File: src/rtl/chebyshev_batch_sched.sv
// chebyshev_batch_sched: issues a batch of indexed calls to a chebyshev unit,
// limits outstanding work to the result FIFO size (credits), and streams the
// returned values out in return order with a last marker on the final result.
// Optional feature macro: CHEB_SCHED_SUM_EN adds batch_sum[47:0], the wrapped
// unsigned sum of every return value of the batch.
module chebyshev_batch_sched #(
   parameter int          FIFO_DEPTH = 4,
   parameter logic [31:0] IDX_STRIDE = 32'd1
) (
   input  logic        clock,
   input  logic        resetn,
   input  logic        go,
   input  logic [31:0] base_idx,
   input  logic [15:0] count,
   output logic        sched_busy,
   output logic        batch_done,
   output logic        cheb_start,
   input  logic        cheb_busy,
   output logic [31:0] cheb_idx,
   input  logic        cheb_done,
   output logic        cheb_stall,
   input  logic [31:0] cheb_returndata,
   output logic        res_valid,
   input  logic        res_ready,
   output logic [31:0] res_data,
   output logic        res_last
`ifdef CHEB_SCHED_SUM_EN
   ,
   output logic [47:0] batch_sum
`endif
);
   localparam int AW = (FIFO_DEPTH > 1) ? $clog2(FIFO_DEPTH) : 1;
   localparam int CW = AW + 1;
   localparam logic [CW-1:0] DEPTH_C = CW'(FIFO_DEPTH);

   typedef enum logic [1:0] {IDLE, ISSUE, DRAIN, FIN} state_t;
   state_t state_q, state_d;

   logic [31:0]   idx_q, idx_d;
   logic [15:0]   remain_q, remain_d, count_q, count_d, popcnt_q, popcnt_d;
   logic [CW-1:0] infl_q, infl_d, occ_q, occ_d;
   logic [AW-1:0] wptr_q, wptr_d, rptr_q, rptr_d;
   logic [31:0]   mem_q [FIFO_DEPTH];
   logic          active, fifo_full, credit_ok, call_acc, ret_acc, push, pop;

   // returns only count while a batch is live; stray ones in IDLE are dropped
   assign active    = (state_q == ISSUE) || (state_q == DRAIN);
   assign fifo_full = (occ_q == DEPTH_C);
   // every outstanding call owns a FIFO slot, so a return can never be refused for long
   assign credit_ok = ({1'b0, infl_q} + {1'b0, occ_q}) < {1'b0, DEPTH_C};
   assign call_acc  = cheb_start && !cheb_busy;
   assign ret_acc   = cheb_done && !cheb_stall;
   assign push      = ret_acc && active && (infl_q != '0);
   assign pop       = res_valid && res_ready;

   assign cheb_stall = fifo_full;
   assign cheb_idx   = idx_q;
   assign res_valid  = active && (occ_q != '0);
   assign res_data   = res_valid ? mem_q[rptr_q] : '0;
   assign res_last   = res_valid && (popcnt_q == count_q - 16'd1);

   // state register
   always_ff @(posedge clock or negedge resetn) begin
      if (!resetn) state_q <= IDLE;
      else         state_q <= state_d;
   end

   // next-state logic
   always_comb begin
      state_d = state_q;
      case (state_q)
         IDLE:  if (go) state_d = (count == 16'd0) ? FIN : ISSUE;
         ISSUE: if (call_acc && remain_q == 16'd1) state_d = DRAIN;
         DRAIN: if (infl_q == '0 && occ_q == '0 && popcnt_q == count_q) state_d = FIN;
         FIN:   state_d = IDLE;
         default: state_d = IDLE;
      endcase
   end

   // FSM outputs; start is withheld while no credit is free
   always_comb begin
      sched_busy = (state_q != IDLE);
      batch_done = (state_q == FIN);
      cheb_start = (state_q == ISSUE) && credit_ok;
   end

   // datapath next state: batch latch, call index, credits, FIFO pointers
   always_comb begin
      idx_d    = idx_q;
      remain_d = remain_q;
      count_d  = count_q;
      popcnt_d = popcnt_q;
      wptr_d   = wptr_q;
      rptr_d   = rptr_q;
      infl_d   = infl_q + CW'(call_acc) - CW'(push);
      occ_d    = occ_q + CW'(push) - CW'(pop);
      if (state_q == IDLE && go) begin
         idx_d    = base_idx;
         remain_d = count;
         count_d  = count;
         popcnt_d = '0;
      end
      if (call_acc) begin
         idx_d    = idx_q + IDX_STRIDE;
         remain_d = remain_q - 16'd1;
      end
      if (push) wptr_d = wptr_q + AW'(1);
      if (pop) begin
         rptr_d   = rptr_q + AW'(1);
         popcnt_d = popcnt_q + 16'd1;
      end
   end

   // datapath registers and FIFO storage
   always_ff @(posedge clock or negedge resetn) begin
      if (!resetn) begin
         idx_q    <= '0;
         remain_q <= '0;
         count_q  <= '0;
         popcnt_q <= '0;
         infl_q   <= '0;
         occ_q    <= '0;
         wptr_q   <= '0;
         rptr_q   <= '0;
         for (int i = 0; i < FIFO_DEPTH; i++) mem_q[i] <= '0;
      end else begin
         idx_q    <= idx_d;
         remain_q <= remain_d;
         count_q  <= count_d;
         popcnt_q <= popcnt_d;
         infl_q   <= infl_d;
         occ_q    <= occ_d;
         wptr_q   <= wptr_d;
         rptr_q   <= rptr_d;
         if (push) mem_q[wptr_q] <= cheb_returndata;
      end
   end

`ifdef CHEB_SCHED_SUM_EN
   logic [47:0] sum_q, sum_d;

   assign batch_sum = sum_q;

   // running sum of accepted returns, restarted when a batch is launched
   always_comb begin
      sum_d = sum_q;
      if (state_q == IDLE && go) sum_d = '0;
      if (push) sum_d = sum_q + {16'd0, cheb_returndata};
   end

   // sum register, held after the batch until the next launch
   always_ff @(posedge clock or negedge resetn) begin
      if (!resetn) sum_q <= '0;
      else         sum_q <= sum_d;
   end
`endif

endmodule

File: config.mk
export PLATFORM = sky130hd
export DESIGN_NAME = chebyshev_batch_sched
export DESIGN_NICKNAME = d
export VERILOG_FILES = /design/src/rtl/chebyshev_batch_sched.sv
export SDC_FILE = /design/constraint.sdc
export NUM_CORES = 1
export LEC_CHECK = 0
export CORE_MARGIN = 5
export CORE_UTILIZATION = 35
export CTS_CLUSTER_SIZE = 24
export DETAILED_ROUTE_END_ITERATION = 8
export HOLD_SLACK_MARGIN = 0.12
export PLACE_DENSITY_LB_ADDON = 0.2
export SKIP_CTS_REPAIR_TIMING = 1
export SLEW_MARGIN = 20
export SYNTH_ARGS = -nofsm -noshare
export SYNTH_HDL_FRONTEND = slang
export SYNTH_SLANG_ARGS = --single-unit
File: constraint.sdc
create_clock -name clock -period 4.1 [get_ports clock]
set_clock_uncertainty 0.2 [all_clocks]
set_input_delay 1.23 -clock clock [delete_from_list [all_inputs] [get_ports clock]]
set_output_delay 1.23 -clock clock [all_outputs]
set_load 0.02 [all_outputs]
==> metrics <==
leading post-synthesis cells by instance count=220 x sky130_fd_sc_hd__dfrtp_1, 128 x sky130_fd_sc_hd__mux2_2, 106 x sky130_fd_sc_hd__nand2_1; clock sink total=220; total count of max-transition violations in the final report=0; setup repair after global routing missed its margin=yes; mux cell area share after synthesis=0.197; Tmin final=4.26 ns; number of global-route vias before repair=8936; Worst Path Arrival=2.83 ns; number of endpoints with negative hold slack in the final report=0; area added between synthesis and finish=29.0%; ant diodes=0; initial DRC count=433; final std cells w/o fill=1601; adder and majority gate portion of the synthesized area=0.0259; average cell area after synthesis=11.2 µm²; die span in x=189 µm; worst max-slew margin expressed relative to the limit=0.524; Main synth FF type=sky130_fd_sc_hd__dfrtp_1; # Max-Cap Violations=0; flip-flop and latch count after synthesis=220; count of flip-flops with a built-in enable after synthesis=0; Crit Path Max Fanout=4; buffer depth of the longest clock path=3; Setup WS post-layout=-0.159 ns; violated checks=setup timing; Initial Util=0.355; critical path endpoint category=output port; row cnt=65; slew at the pin with the worst max-slew slack=0.711 ns; outcome=finished, violations left; proportion of synthesized chip area in sequential cells=0.491; count of synthesis-stage warnings from yosys=0; leading cell types by total area after synthesis=sky130_fd_sc_hd__dfrtp_1 49%, sky130_fd_sc_hd__mux2_2 13%, sky130_fd_sc_hd__mux4_2 6.4%; fin nets=1289; Final setup viols=1; category of the most critical setup path=reg -> out; HPWL after detailed placement=20400 µm; Post-route DRC=0; maximum number of pins on one net before global-route repair=89; share of final-layout standard cells stronger than drive strength 1=0.229; share of the cycle needed by the critical path after routing=1.04; initial antenna violation count=0; area of the die=35700 µm²; total chip power=12200 µW; drt pass-1 iters=5; via count of the routed design=8511; Routability Congestion=0.798; post-placement cell count=1552; most common cell in the netlist=sky130_fd_sc_hd__dfrtp_1; met3 usage in global routing=0.0242; number of nets in the synthesized netlist=1109; number of top-level design ports=156; fraction of the mapped netlist area in simple logic gates=0.143; TritonCTS clock tree=done; gr usage total=0.166; Leakage Power=0.00641 µW; worst slack, placed=-0.113 ns; most used routing layer=met2; latest clock arrival within the worst-skew pair=0.53 ns; Data required, critical path=2.67 ns; met1 track demand over resource=0.225; area share of xor/xnor cells in the synthesized design=0.0265; total power divided by cell area=842 nW/µm²; Clock transition at path regs=0.06 ns; Routed Wire Length=30000 µm; detailed-route vias per instance=5.32; quantity of I/O buffers inserted on ports=155; Antenna Nets Post-Route=0; cell area after synthesis=11200 µm²; global-route wire length before repair=49000 µm; number of distinct library cell variants in the gate-level netlist after synthesis=60; kind of path behind the tightest hold check=reg -> reg; setup TNS after final layout=-0.159 ns; core footprint=31600 µm²; met2 global-route usage=0.285; worst voltage drop across the vdd grid=0.402 mV; H-tree depth reported by CTS=1; share of synthesized registers carrying an async set or reset=1.00; total grt overflow=0; Clk Tree Root Cell=sky130_fd_sc_hd__clkbuf_16; highest achievable clock rate=235 MHz; cell taking the most area after synthesis=sky130_fd_sc_hd__dfrtp_1; Hold Slack=0.297 ns; kind of start point of the critical path=flip-flop; combinational family with the most area after synthesis=multiplexers; Cells after Synth=1001; number of CTS-inserted buffers=26; area fraction in compound gates after synthesis=0.0887; Routed wire per std cell=18.8 µm; die height=189 µm; proportion of netlist area held by the largest area contributor=0.491
-- per-stage QoR --
stage,area (µm²),util
floorplan,11200,-
global placement,13500,0.427
detailed placement,13500,0.427
CTS,14300,0.453
global route,14500,0.458
finish,14500,0.458
-- flip-flops by register name (all words and copies together) (netlist names) --
name and cells:
popcnt_q 16, count_q 16, cheb_idx 32, rptr_q 2, infl_q 3, state_q 2
wptr_q 2, occ_q 3, remain_q 16, mem_q 128
-- placed cells by master, fill, tap and decap left out, drive strengths merged, types with 14 or more instances in the layout --
master	netlist	layout
a21oi	37	37
and2	33	33
buf	18	53
clkbuf	37	36
clkdlybuf4s50	0	131
dfrtp	220	220
dlymetal6s2s	0	22
ha	20	20
inv	26	27
mux2	128	128
mux4	32	32
nand2	107	107
nand3	25	25
nand4	15	15
nor2	72	72
nor3	22	22
nor4	15	15
o21ai	48	48
xnor2	20	20
xor2	14	14
-- area by class of cell --
type	count	area, µm²
multi-input combinational	700	5460
clock inverter	11	120
fill	2932	17200
clock buffer	35	724
sequential	220	5510
tap	402	503
inverter	26	97.6
timing repair buffer	207	2070
-- per-layer routing --
layer | vias up | share of wire
met3 | 41 | 0.037
met4 | 0 | 0.019
met2 | 173 | 0.50
met5 | - | 0
li1 | 3990 | -
met1 | 4307 | 0.44
-- cells by family after synthesis --
group,Yosys count
AO/OA/AOI/OAI,155
adder cells (fa/ha/maj),22
XOR/XNOR,34
multiplexers,165
flip-flops,220
buffers and inverters,81
AND/OR/NAND/NOR,324
-- path summary, 6_finish.rpt --
check / start / endpoint / slack [ns] / depth (start not counted)
worst min register to register: mem_q[34] / mem_q[34] / 0.30 / 1
worst min-delay path: mem_q[34] / mem_q[34] / 0.30 / 1
worst max-delay path: count_q[1] / res_last / -0.16 / 7
max in group asynchronous: resetn / count_q[7] / 2.34 / 2
min in group asynchronous: resetn / mem_q[13] / 0.50 / 1
worst max register to register: state_q[1] / infl_q[2] / 0.90 / 10
-- where the power goes --
| group | internal (µW) | total (µW) | switching (µW) |
|---|---|---|---|
| sequential | 3200 | 3940 | 737 |
| clock | 1360 | 2280 | 914 |
| combinational | 3100 | 5980 | 2880 |
-- worst max-delay path: stages (launching register included) --
cell and delay [ns]:
sky130_fd_sc_hd__dfrtp_1 0.44, sky130_fd_sc_hd__nor4_4 0.34, sky130_fd_sc_hd__nand2_4 0.09, sky130_fd_sc_hd__nor4_4 0.22
sky130_fd_sc_hd__xnor2_1 0.09, sky130_fd_sc_hd__or4_1 0.55, sky130_fd_sc_hd__nor4_2 0.37, sky130_fd_sc_hd__buf_4 0.21
Note: power is estimated with default switching activity, not from simulation.
